### config.mk
export PLATFORM = sky130hd
export DESIGN_NAME = spi_mem_arbiter
export DESIGN_NICKNAME = d
export VERILOG_FILES = /design/src/rtl/spi_mem_pkg.sv /design/src/rtl/spi_mem_shifter.sv /design/src/rtl/spi_mem_arbiter.sv
export SDC_FILE = /design/constraint.sdc
export NUM_CORES = 1
export LEC_CHECK = 0
export ABC_AREA = 1
export BUFFER_PORTS_ARGS = -buffer_cell sky130_fd_sc_hd__buf_2
export CORE_MARGIN = 2
export CORE_UTILIZATION = 30
export CTS_BUF_LIST = sky130_fd_sc_hd__clkbuf_2 sky130_fd_sc_hd__clkbuf_4 sky130_fd_sc_hd__clkbuf_8
export DETAILED_ROUTE_END_ITERATION = 10
export SETUP_SLACK_MARGIN = 0.15
export SYNTH_ARGS = -nofsm -noshare
export SYNTH_HDL_FRONTEND = slang
export SYNTH_SLANG_ARGS = --single-unit
### constraint.sdc
create_clock -name clk -period 1.61 [get_ports clk]
set_input_delay 0.483 -clock clk [delete_from_list [all_inputs] [get_ports clk]]
set_output_delay 0.483 -clock clk [all_outputs]
set_load 0.05 [all_outputs]
### src/rtl/spi_mem_pkg.sv
// spi_mem_pkg: shared states, widths and op-bit encoding for the SPI memory arbiter
package spi_mem_pkg;
  localparam int ADDR_W = 5;
  localparam int DATA_W = 8;
  localparam logic OP_WR = 1'b1;
  localparam logic OP_RD = 1'b0;
  typedef enum logic [3:0] {
    IDLE, START, OPBIT, ADDR, WDATA, WAIT_RDY, RDATA, WAIT_DONE, ACK
  } state_t;
endpackage

### src/rtl/spi_mem_shifter.sv
// spi_mem_shifter: 8-bit LSB-first shift register with bit counter, shared by address, write and read phases
module spi_mem_shifter
  import spi_mem_pkg::*;
(
  input  logic              clk,
  input  logic              rst,
  input  logic              load,
  input  logic              shift,
  input  logic              sin,
  input  logic [DATA_W-1:0] din,
  output logic [DATA_W-1:0] q,
  output logic              last
);
  logic [2:0] cnt;
  // load restarts the bit count; shift moves sin in at the top and the LSB out
  always_ff @(posedge clk or posedge rst)
    if (rst) begin
      q <= '0;
      cnt <= '0;
    end else if (load) begin
      q <= din;
      cnt <= '0;
    end else if (shift) begin
      q <= {sin, q[DATA_W-1:1]};
      cnt <= cnt + 3'd1;
    end
  assign last = cnt == 3'd7;
endmodule

### src/rtl/spi_mem_arbiter.sv
// spi_mem_arbiter: two-requester round-robin arbiter driving a serial memory; SPI_MEM_ARB_TIMEOUT_EN adds a wait watchdog
module spi_mem_arbiter
  import spi_mem_pkg::*;
#(
  parameter int TIMEOUT_CYC = 64,
  parameter int NREQ = 2
) (
  input  logic                     clk,
  input  logic                     rst,
  input  logic [NREQ-1:0]          req,
  input  logic [NREQ-1:0]          we,
  input  logic [NREQ*ADDR_W-1:0]   addr,
  input  logic [NREQ*DATA_W-1:0]   wdata,
  output logic [NREQ-1:0]          ack,
  output logic [DATA_W-1:0]        rdata,
  output logic                     err,
  output logic                     cs_n,
  output logic                     sdo,
  input  logic                     sdi,
  input  logic                     mem_ready,
  input  logic                     mem_op_done
);
  state_t state, nxt;
  logic gnt, win, we_l, sload, sshift, slast, tmo_hit;
  logic [ADDR_W-1:0] addr_l;
  logic [DATA_W-1:0] wdata_l, sdin, sq;

  // gnt doubles as "last granted", so reset to 1 gives requester 0 the first tie
  assign win = (req[0] & req[1]) ? ~gnt : req[1];

  // state register
  always_ff @(posedge clk or posedge rst)
    if (rst) state <= IDLE;
    else state <= nxt;

  // next-state logic
  always_comb begin
    nxt = state;
    case (state)
      IDLE:      nxt = |req ? START : IDLE;
      START:     nxt = OPBIT;
      OPBIT:     nxt = ADDR;
      ADDR:      nxt = slast ? (we_l == OP_WR ? WDATA : WAIT_RDY) : ADDR;
      WDATA:     nxt = slast ? WAIT_DONE : WDATA;
      WAIT_RDY:  nxt = mem_ready ? RDATA : tmo_hit ? ACK : WAIT_RDY;
      RDATA:     nxt = slast ? WAIT_DONE : RDATA;
      WAIT_DONE: nxt = (mem_op_done || tmo_hit) ? ACK : WAIT_DONE;
      default:   nxt = IDLE;
    endcase
  end

  // capture the winner's request so the other requester is ignored until ack
  always_ff @(posedge clk or posedge rst)
    if (rst) begin
      gnt <= 1'b1;
      we_l <= 1'b0;
      addr_l <= '0;
      wdata_l <= '0;
    end else if (state == IDLE && |req) begin
      gnt <= win;
      we_l <= win ? we[1] : we[0];
      addr_l <= win ? addr[2*ADDR_W-1:ADDR_W] : addr[ADDR_W-1:0];
      wdata_l <= win ? wdata[2*DATA_W-1:DATA_W] : wdata[DATA_W-1:0];
    end

  // address loads during OPBIT, write data on the last address bit, and a clear on read start
  assign sload = state == OPBIT || (state == ADDR && slast && we_l == OP_WR) ||
                 (state == WAIT_RDY && mem_ready);
  assign sdin = state == OPBIT ? DATA_W'(addr_l) : state == ADDR ? wdata_l : '0;
  assign sshift = state == ADDR || state == WDATA || state == RDATA;

  spi_mem_shifter u_shift (
    .clk(clk), .rst(rst), .load(sload), .shift(sshift), .sin(sdi),
    .din(sdin), .q(sq), .last(slast)
  );

  assign cs_n = state != START;
  assign sdo = state == OPBIT ? we_l : (state == ADDR || state == WDATA) ? sq[0] : 1'b0;
  assign ack = state == ACK ? (gnt ? 2'b10 : 2'b01) : '0;

  // read data updates only on the final RDATA bit; a timeout clears it
  always_ff @(posedge clk or posedge rst)
    if (rst) rdata <= '0;
    else if (tmo_hit) rdata <= '0;
    else if (state == RDATA && slast) rdata <= {sdi, sq[DATA_W-1:1]};

`ifdef SPI_MEM_ARB_TIMEOUT_EN
  localparam int CW = $clog2(TIMEOUT_CYC + 1);
  logic [CW-1:0] tcnt;
  logic waiting;
  assign waiting = state == WAIT_RDY || state == WAIT_DONE;
  assign tmo_hit = waiting && tcnt == CW'(TIMEOUT_CYC - 1) &&
                   !(state == WAIT_RDY ? mem_ready : mem_op_done);
  // cycles spent in the current wait state
  always_ff @(posedge clk or posedge rst)
    if (rst) tcnt <= '0;
    else tcnt <= waiting ? tcnt + 1'b1 : '0;
  // err is high only in the ACK cycle that a timeout produced
  always_ff @(posedge clk or posedge rst)
    if (rst) err <= 1'b0;
    else err <= tmo_hit;
`else
  assign tmo_hit = 1'b0;
  assign err = 1'b0;
`endif
endmodule

# [Word level (Yosys, flattened, before mapping)]
# Cells that the tools add are included.
[classes] add_sub_neg=1 eq_ne=10 mux=22 n_bitwise=2 reduce_logical=12
[ops] cell="$mux W8" count=5
[ops] cell="$pmux W4 S8" count=1
[ops] cell="$eq A4 B3 Y1 const B" count=4
[ops] cell="$mux W3" count=3
[ops] cell="$eq A4 B2 Y1 const B" count=2
[ops] cell="$mux W2" count=4
[ops] cell="$mux W1" count=7
[ops] cell="$logic_and A1 B1 Y1" count=5
[ops] cell="$mux W5" count=1
[ops] cell="$eq A4 B1 Y1 const B" count=1
[ops] cell="$eq A4 B4 Y1 const B" count=1
[ops] cell="$logic_not A4 Y1" count=1
[ops] cell="$logic_or A1 B1 Y1" count=4
[ops] cell="$mux W4" count=1
[ops] cell="$ne A4 B1 Y1 const B" count=1
[ops] cell="$add A3 B1 Y3 const B" count=1
[ops] cell="$eq A3 B3 Y1 const B" count=1
[ops] cell="$reduce_bool A2 Y1" count=1
[ops] cell="$reduce_or A2 Y1" count=1
[ops] cell="$and A1 B1 Y1" count=1
[ops] cell="$not A1 Y1" count=1
[totals] regBits=38 in_bits=35 output_inout_bits=13 wordCells=55

# [Depth between registers and ports, before layout]
# Gate-level depths: netlist (run 1).
[depth] ltp_word=6 ltp_mapped=10

# [By module]
# Synthesis (run 1) repeated with hierarchy kept, for this count alone.
[unflattened] hier_cells=282 area_unflattened_um2=2060.7
[modules_own_cells] mod="spi_mem_arbiter" instances=1 cells_per_inst=221 area_per_inst_um2=1527.7 seq_area_each_um2=676.9
[modules_own_cells] mod="spi_mem_shifter" instances=1 cells_per_inst=61 area_per_inst_um2=533.0 seq_area_each_um2=275.3

# [Worst setup path before layout (run 1)]
# No wires, ideal clock.
[synth_timing] path_type="register to output" start="register state[3]" end="output sdo" t_arrival_ns=1.858 required_time_ns=1.127 slack_ns=-0.731 path_stages_with_launch=4 path_cell_list="dfrtp_1 nor2_4 nand2_1 o21ai_0"
[synth_via] elab_chain_cells=4
[synth_rtl] item="start: declaration" line_no="spi_mem_arbiter.sv:23" text="state_t state, nxt;"
[synth_rtl] item="start signal: assignment" line_no="spi_mem_arbiter.sv:34" text="else state <= nxt;"
[synth_rtl] item="$eq A4 B2 Y1 or $eq A4 B3 Y1 (tied branches)" line_no="spi_mem_arbiter.sv:78" text="assign sdo = state == OPBIT ? we_l : (state == ADDR || state == WDATA) ? sq[0] : 1'b0;"
[synth_rtl] item="$logic_or A1 B1 Y1" line_no="spi_mem_arbiter.sv:78"
[synth_rtl] item="$mux W1" line_no="spi_mem_arbiter.sv:78"
[synth_rtl] item="$mux W1 (*)" line_no="spi_mem_arbiter.sv:78"
[synth_rtl] item="end: declaration" line_no="spi_mem_arbiter.sv:18" text="output logic sdo,"
# Every way passes the cells marked *; elsewhere a longest branch is shown, timed or not.

# [Worst setup path in the final report (run 1)]
[layout_timing] start="register state[2]" end="output sdo"
# Same word-level chain as after synthesis.

==> flow_summary.toml, run 1 <==
[die]
rows = 29
dieArea_sq_um = 7443
die_w_microns = 86.28
start_util_pct = 31.44
io_pins = 48
core_sq_um = 6459
chipHeight_microns = 86.28

[worst_setup_path]
cp_max_fo = 3
cp-end-kind = "output port"
arrival_ns = 1.41
rrSetupSlack_ns = -0.12
path_class = "flip-flop to output port"
cp-start-kind = "flip-flop"
cp.required_ns = 1.13

[drt]
drtPass1Iterations = 4
drc = 0
antenna_left = 0
drt_wl_total_microns = 5676
wire_per_inst_microns = 13.26
num_vias = 2016
dr.first_iter.drc_count = 114
via_per_inst = 4.710

[placement]
dp_slack_ns = -0.04098
place_hpwl_microns = 3753
portBuffers = 46
dpl.cell_count = 397
place.gp.congestion = 0.7570

[power]
powerDensity_nw_per_um2 = 2109
ir_worst_vdd_v = 0.0008632
p_leak_nw = 1.561

[logic_synthesis]
synth-seq-cells = 38
synth_edf_count = 0
postSynthAreaPerCell_sq_um = 7.751
synth_area_leader_cell = "dfrtp_1"
synth.cell_area_sq_um = 2031
syn_nets = 299
synthArstFlopShare_pct = 100.0
ys_top_cells_by_area = "dfrtp_1 (46%), nand2_1 (12%), o21ai_1 (7.9%)"
synth_top_area_share_pct = 45.59
yosys.cell_types.count = 26
post-synth-top-count-cell = "nand2_1"
ys.flop_type = "dfrtp_1"
yosys_warnings = 0
syn_inst = 262
yosysSeqAreaShare_pct = 46.89
yosys-top-cells-count = "nand2_1 (63), dfrtp_1 (37), o21ai_1 (32)"

[layout]
area_delta_synth_final_pct = 54.77
drive_above_1_share_pct = 44.73
final_cells = 428
diodes = 0
final_nets = 387
final_core_util_pct = 48.66

[run]
drv_cap = 0

[sta]
fin_ws_ns = -0.2798
max_freq_mhz = 529.2
rsz0062_at_grt = "yes"
setup_viol = 11
fin_crit_ns = 1.890
fin_crit_sh_pct = 117.4
skew_ns = 0.009490
hold_viol = 0
slew_viol_final = 0
finalSetupTns_ns = -1.396

[status]
outcome = "finished, violations left"
violations = "negative setup slack"

[grt]
globalRouteTotalUtil_pct = 15.32
gr-max-usage-layer = "met2"
grt_pass1_wl_microns = 9011
antenna_found_initial = 0
grt_use_met2_pct = 25.37
overflow = 0
grtUsageMet1_pct = 20.14
grt_max_degree = 39
grt_pass1_vias = 1960
globalRouteMet3Util_pct = 3.524

[clocking]
clk_path_buf_depth = 2
clkSinkCount = 38
path_clk_slew_ns = 0.08
clockRootBuffer = "clkbuf_8"
cts_buffers = 5
htree_levels = 2
clk_latency_ns = 0.29
cts_tree = "yes"

[hold_path]
hp-class = "input pin to async pin"
[registers in the layout, indices dropped and copies added (netlist names)]
signal / count
addr_l: 5
gnt: 1
rdata: 8
state: 4
u_shift.cnt: 3
u_shift.q: 8
wdata_l: 8
we_l: 1
[area by class of cell]
type | instances | area, sq um
Fill cell | 622 | 3316
Multi-Input combinational cell | 187 | 1164
Sequential cell | 38 | 955.9
Timing Repair Buffer | 90 | 713.2
Inverter | 28 | 122.6
Tap cell | 77 | 96.34
Clock buffer | 8 | 91.34
[what timing repair did]
item,4_1_cts,5_1_grt
buffers inserted,15,5
pin swaps,10,26
gates cloned,1,2
setup endpoints to repair,15,39
endpoints found under the hold margin,0,0
hold buffers,0,0
resized for setup,48,41
[worst max-delay path: stages (launching register included)]
cell and delay (ns):
dfrtp_1 0.43, inv_2 0.11, nor2_4 0.03, nand2_1 0.09
inv_2 0.06, o21ai_4 0.17, o21ai_4 0.07, buf_6 0.15
[through the flow]
| step | total power [mW] | instance area, sq um | hold slack, ns |
|---|---|---|---|
| floorplan | 3.569 | 2106 | 0.4521 |
| global placement | 4.263 | 2527 | 0.4546 |
| detailed placement | 4.316 | 2527 | 0.4659 |
| CTS | 6.017 | 2935 | 0.2409 |
| global route | 7.107 | 3143 | 0.2521 |
| finish | 6.627 | 3143 | 0.2319 |
[placed cells by master (no fill, tap or decap), drive strengths merged, types with 2 or more instances in the layout]
cell type	synthesis	routed
ha	2	2
nand2	67	68
buf	8	90
dfrtp	37	37
nand3	27	27
inv	27	27
clkbuf	2	8
nor3	7	7
nor2	33	33
o21ai	44	44
[where the power goes]
group          internal (mW)  switching (mW)
Combinational           2.04            2.24
Sequential              1.35           0.305
Clock                  0.358           0.326
[final timing paths]
path | startpoint | to | depth (start not counted)
max | state[2] | sdo | 7
min | rst | u_shift.q[6] | 3
max reg2reg | state[2] | u_shift.q[1] | 11
min reg2reg | rdata[5] | rdata[5] | 2
max in group asynchronous | rst | gnt | 3
min in group clk | we[1] | we_l | 3
[layer usage]
layer  part of all wire, %  routed length, microns
met1                    47                    2669
met2                    48                    2724
met3                   4.0                     225
met4                   1.0                      57
met5                     0                       0
[cells by family (layout without fill, tap and decap cells)]
family                     Yosys count  in the layout  synth area share, %
and+or+nand+nor                    136            137                30.50
AOI/OAI and AO/OA                   47             47                11.95
DFF                                 38             38                46.89
buffers and inverters               38            126                9.242
adders and majority gates            2              2                1.232
other                                1              1               0.1847
Power figures use the tool's default switching activity.
==> inputs of run 2 (changes only) <==
- CORE_ASPECT_RATIO: not set -> 1.75
- CORE_UTILIZATION: 30 -> 50
- PLACE_DENSITY: not set -> 0.78
==> run 2 against run 1 <==
Net effect: critical path type unchanged; clock skew fell by 0.0028 ns; cell count decreased by 9.8%; the flow still finishes with violations (negative setup slack); clock power rose by 20%; sequential share of layout area rose by 3.8 points; wire length is 8.9% lower; via count decreased by 0.20%.
==> flow_summary.toml, run 2 (synthesis results as in run 1) <==
[status]
outcome = "finished, violations left"
violations = "negative setup slack"

[grt]
overflow = 0
grt_pass1_vias = 2014
globalRouteTotalUtil_pct = 25.29
grt_pass1_wl_microns = 8631
grt_max_degree = 39
antenna_found_initial = 0

[worst_setup_path]
cpLargestDelayFamily = "flip-flops"
arrival_ns = 1.38
cp.required_ns = 1.13
rr_endpoint = "we_l"
max_stage_delay_ns = 0.43
slowest_stage = "dfrtp_1"
cp_max_fo = 3
crit_buf_inv = 3
rr_startpoint = "state[3]"
cp_num_cells = 7
rrSetupSlack_ns = -0.06
cp-end-kind = "output port"
worstPathCellList = "inv_2, nor2_4, nand2_1, inv_2, o21ai_4, o21ai_4, buf_6"
worst-r2r-cell-count = 8
cp-start-kind = "flip-flop"
path_class = "flip-flop to output port"

[sta]
rsz0062_at_grt = "yes"
skew_ns = 0.006654
finalSetupTns_ns = -1.272
fin_crit_sh_pct = 116.0
hold_viol = 0
fin_crit_ns = 1.867
fin_ws_ns = -0.2571
slew_viol_final = 0
setup_viol = 17
max_freq_mhz = 535.6

[layout]
n_fill_cell = 309
fin_area_sq_um = 2796
multi_input_area_sq_um = 1023
final_core_util_pct = 71.63
final_nets = 374
diodes = 0
mostFrequentLayoutCell = "nand2_1"
area_delta_synth_final_pct = 37.71
drive_above_1_share_pct = 35.80
top_regs = "rdata x8, u_shift.q x8, wdata_l x8"
final-seq-area_sq_um = 955.9
mostFrequentLayoutCells = "nand2_1 (60), buf_2 (42), dfrtp_1 (34)"

[placement]
place.gp.congestion = 0.8801
place_hpwl_microns = 3601
dp_slack_ns = -0.05845
portBuffers = 46
dpl-instance-area_sq_um = 2491

[drt]
top_layer = "met4"
num_vias = 2012
drc = 0
wl_met2_microns = 2943
wire_per_inst_microns = 13.39
dr.first_iter.drc_count = 50
via_per_inst = 5.212
drtPass1Iterations = 4
met3_length_microns = 220
drt_wl_total_microns = 5168
antenna_left = 0
wl_met1_microns = 1809

[die]
dieArea_sq_um = 4607
io_pins = 48
start_util_pct = 52.02
rows = 30
core_sq_um = 3904
die_w_microns = 52.18
chipHeight_microns = 88.31

[power]
power.internal_mw = 3.224
p_clk_share_pct = 14.5
switchingPower_mw = 2.445
p_leak_nw = 1.460
p_comb_share_pct = 56.8
swShare_pct = 43.12
seq_power_share_pct = 28.7
totalPowerFinal_mw = 5.669
powerDensity_nw_per_um2 = 2027
ir_worst_vdd_v = 0.001298

[clocking]
clockRootBuffer = "clkbuf_8"
clk_latency_ns = 0.29
clk_path_buf_depth = 2
clkSinkCount = 38
path_clk_slew_ns = 0.07
hold_buffers = 0
cts_tree = "yes"
cts_buffers = 5
htree_levels = 2

[hold_path]
hp-class = "input pin to async pin"

[run]
drv_cap = 0
[run 2: worst min-delay path: cells and delay by family]
| kind | cells | cell delay [ns] |
|---|---|---|
| buf+inv | 3 | 0.40 |
[run 2: how the worst max path moves through the flow]
stage	start	to	slack [ns]
6_report	state[2]	sdo	-0.26
4_1_cts	state[0]	sdo	-0.27
3_3_place_gp	state[1]	u_shift.q[2]	-0.03
2_1_floorplan	state[3]	sdo	0.05
3_5_place_dp	state[1]	u_shift.q[2]	-0.06
5_1_grt	state[0]	sdo	-0.32
[run 2: layer usage]
metal  up-vias  GRT usage, %
met1       936         24.67
li1       1001             -
met3        18         4.561
met4         0         12.59
met5         -             0
met2        57         48.79
[run 2: per-stage QoR]
step           std cells  hold WS (ns)
6_report             386        0.2256
5_1_grt              386        0.2346
3_3_place_gp         368        0.4501
3_5_place_dp         368        0.4628
2_1_floorplan        262        0.4521
4_1_cts              383        0.2316
[run 2: power groups by stage]
| stage | combinational [mW] | sequential [mW] | clock (mW) |
|---|---|---|---|
| floorplan | 2.00 | 1.57 | 0 |
| global placement | 2.62 | 1.59 | 0 |
| detailed placement | 2.69 | 1.62 | 0 |
| CTS | 3.12 | 1.62 | 0.833 |
| global route | 3.57 | 1.67 | 0.866 |
| finish | 3.22 | 1.63 | 0.820 |
[run 2: area by class of cell]
class	instances	area share [%]
multi-input combinational	187	36.60
sequential	38	34.18
timing repair buffer	77	18.97
inverter	28	4.027
clock buffer	7	2.998
tap	48	2.148
clock inverter	1	1.074
[run 2: timing repair]
action / 4_1_cts / 5_1_grt
pin swaps: 4 / 4
resized for setup: 30 / 5
buffers inserted: 4 / 3
cloned: 3 / 0
endpoints found under the setup margin: 34 / 40
==> inputs of run 3 (changes only) <==
--- a/config.mk
+++ b/config.mk
@@ -15,4 +15,5 @@
 export PLACE_DENSITY = 0.78
 export SETUP_SLACK_MARGIN = 0.15
+export SKIP_LAST_GASP = 1
 export SYNTH_ARGS = -nofsm -noshare
 export SYNTH_HDL_FRONTEND = slang
==> constraint.sdc (replaced) <==
create_clock -name clk -period 1.61 [get_ports clk]
set_input_delay 0.483 -clock clk [delete_from_list [all_inputs] [get_ports clk]]
set_output_delay 0.483 -clock clk [all_outputs]
set_load 0.01 [all_outputs]
==> run 3 against run 2 <==
Net effect: worst hold slack worse by 0.0079 ns; global-route usage decreased by 1.9 points; fmax up 2.6%; register-to-register slack worse by 0.06 ns; sequential power about the same; clock power is 3.8% lower; the run still ends with negative setup slack left; critical path type unchanged; wire length shrank 5.5%; sequential cell count did not move; total power down 4.4%; combinational power fell by 6.5%.
==> flow_summary.toml, run 3 (synthesis results as in run 1) <==
[status]
outcome = "finished, violations left"
violations = "negative setup slack"

[die]
start_util_pct = 52.02
chipHeight_microns = 88.31
io_pins = 48
core_sq_um = 3904
rows = 30
dieArea_sq_um = 4607
die_w_microns = 52.18

[layout]
mostFrequentLayoutCell = "nand2_1"
final_nets = 373
area_delta_synth_final_pct = 33.58
drive_above_1_share_pct = 33.83
final_core_util_pct = 69.49
mostFrequentLayoutCells = "nand2_1 (61), buf_2 (46), dfrtp_1 (34)"
diodes = 0
n_fill_cell = 330
top_regs = "rdata x8, u_shift.q x8, wdata_l x8"
final_cells = 385

[worst_setup_path]
cp.required_ns = 1.13
cpLargestDelayFamily = "flip-flops"
cp-end-kind = "output port"
path_class = "flip-flop to output port"
cp-start-kind = "flip-flop"
max_stage_delay_ns = 0.47
crit_buf_inv = 3
path_common_cell = "o21ai_2"
cp_max_fo = 5
arrival_ns = 1.34
worstPathCellList = "nand2_2, inv_2, nand2_4, clkinv_4, o21ai_2, o21ai_2, buf_2"
slowest_stage = "dfrtp_2"

[clocking]
cts_tree = "yes"
htree_levels = 2
clk_latency_ns = 0.29
clk_path_buf_depth = 2
clkSinkCount = 38
clockRootBuffer = "clkbuf_8"
cts_buffers = 5
path_clk_slew_ns = 0.07

[power]
powerDensity_nw_per_um2 = 1998
ir_worst_vdd_v = 0.001248
p_leak_nw = 1.432
totalPowerFinal_mw = 5.419

[sta]
hold_viol = 0
fin_crit_ns = 1.819
fin_crit_sh_pct = 113.0
fin_ws_ns = -0.2092
skew_ns = 0.006083
holdWs_ns = 0.2178
max_freq_mhz = 549.7
setup_viol = 15
rsz0062_at_grt = "yes"
finalSetupTns_ns = -1.686
slew_viol_final = 0

[drt]
via_per_inst = 5.148
wire_per_inst_microns = 12.69
antenna_left = 0
drc = 0
drt_wl_total_microns = 4885
num_vias = 1982
drtPass1Iterations = 4
dr.first_iter.drc_count = 48

[grt]
antenna_found_initial = 0
globalRouteTotalUtil_pct = 23.42
grt_pass1_vias = 1843
overflow = 0
grt_pass1_wl_microns = 8052
grt_max_degree = 39

[run]
drv_cap = 0

[placement]
portBuffers = 46
place.gp.congestion = 0.8363
place_hpwl_microns = 3432
dpl.cell_count = 361

[hold_path]
hp-class = "input pin to async pin"
-- run 3: changes by cell type in the layout (fill, tap and decap cells not counted), moves of 3 or more --
| cell | previous run | this run |
|---|---|---|
| nor2_1 | 24 | 27 |
| nor2_4 | 9 | 5 |
| o21ai_2 | 0 | 3 |
| buf_2 | 42 | 46 |
-- run 3: layer usage --
layer / vias to the layer above / part of all wire [%] / global-route usage (%)
met1: 911 / 37 / 26.10
met4: 0 / 4.3 / 10.96
met2: 61 / 55 / 41.66
met5: - / 0 / 0
li1: 993 / - / -
met3: 17 / 3.9 / 4.899
-- run 3: worst reg2reg max path, delay by kind of cell, from the launching register on --
kind                   cells  cell delay, ns
buffers and inverters      5            0.65
and+or+nand+nor            5            0.51
DFF                        1            0.39
AOI/OAI and AO/OA          1            0.07
-- run 3: power by group --
part,switching [mW],total (mW),internal [mW]
registers,0.274,1.63,1.35
clock network,0.333,0.789,0.456
logic,1.62,3.01,1.38
total,2.23,5.42,3.19
-- run 3: worst paths after layout --
kind                       startpoint           end  slack [ns]  depth (start not counted)
setup / recovery             state[1]           sdo       -0.21                          7
hold / removal                    rst    wdata_l[6]        0.22                          3
setup reg to reg             state[2]  u_shift.q[7]       -0.12                         11
hold reg to reg              rdata[5]      rdata[5]        0.47                          2
max in group asynchronous         rst           gnt        1.12                          3
min in group clk              addr[7]     addr_l[2]        0.44                          3
-- run 3: repair_timing --
action | CTS | global route
pin swaps | 6 | 10
endpoints found under the hold margin | 0 | 0
hold buffers | 0 | 0
gates resized for setup | 11 | 9
setup endpoints to repair | 28 | 39
buffers inserted | 7 | 9
-- run 3: layout make-up --
cell class	instances	area [sq um]	area share, %
multi-input combinational	186	957.2	35.29
sequential	38	955.9	35.24
timing repair buffer	77	518.0	19.10
inverter	28	112.6	4.151
clock buffer	5	68.82	2.537
tap	48	60.06	2.214
clock inverter	3	40.04	1.476
-- run 3: through the flow --
| stage | setup slack, ns | area [sq um] |
|---|---|---|
| global route | -0.2892 | 2713 |
| global placement | 0.05171 | 2404 |
| detailed placement | 0.01629 | 2404 |
| floorplan | 0.1537 | 2071 |
| finish | -0.2092 | 2713 |
| CTS | -0.2165 | 2614 |
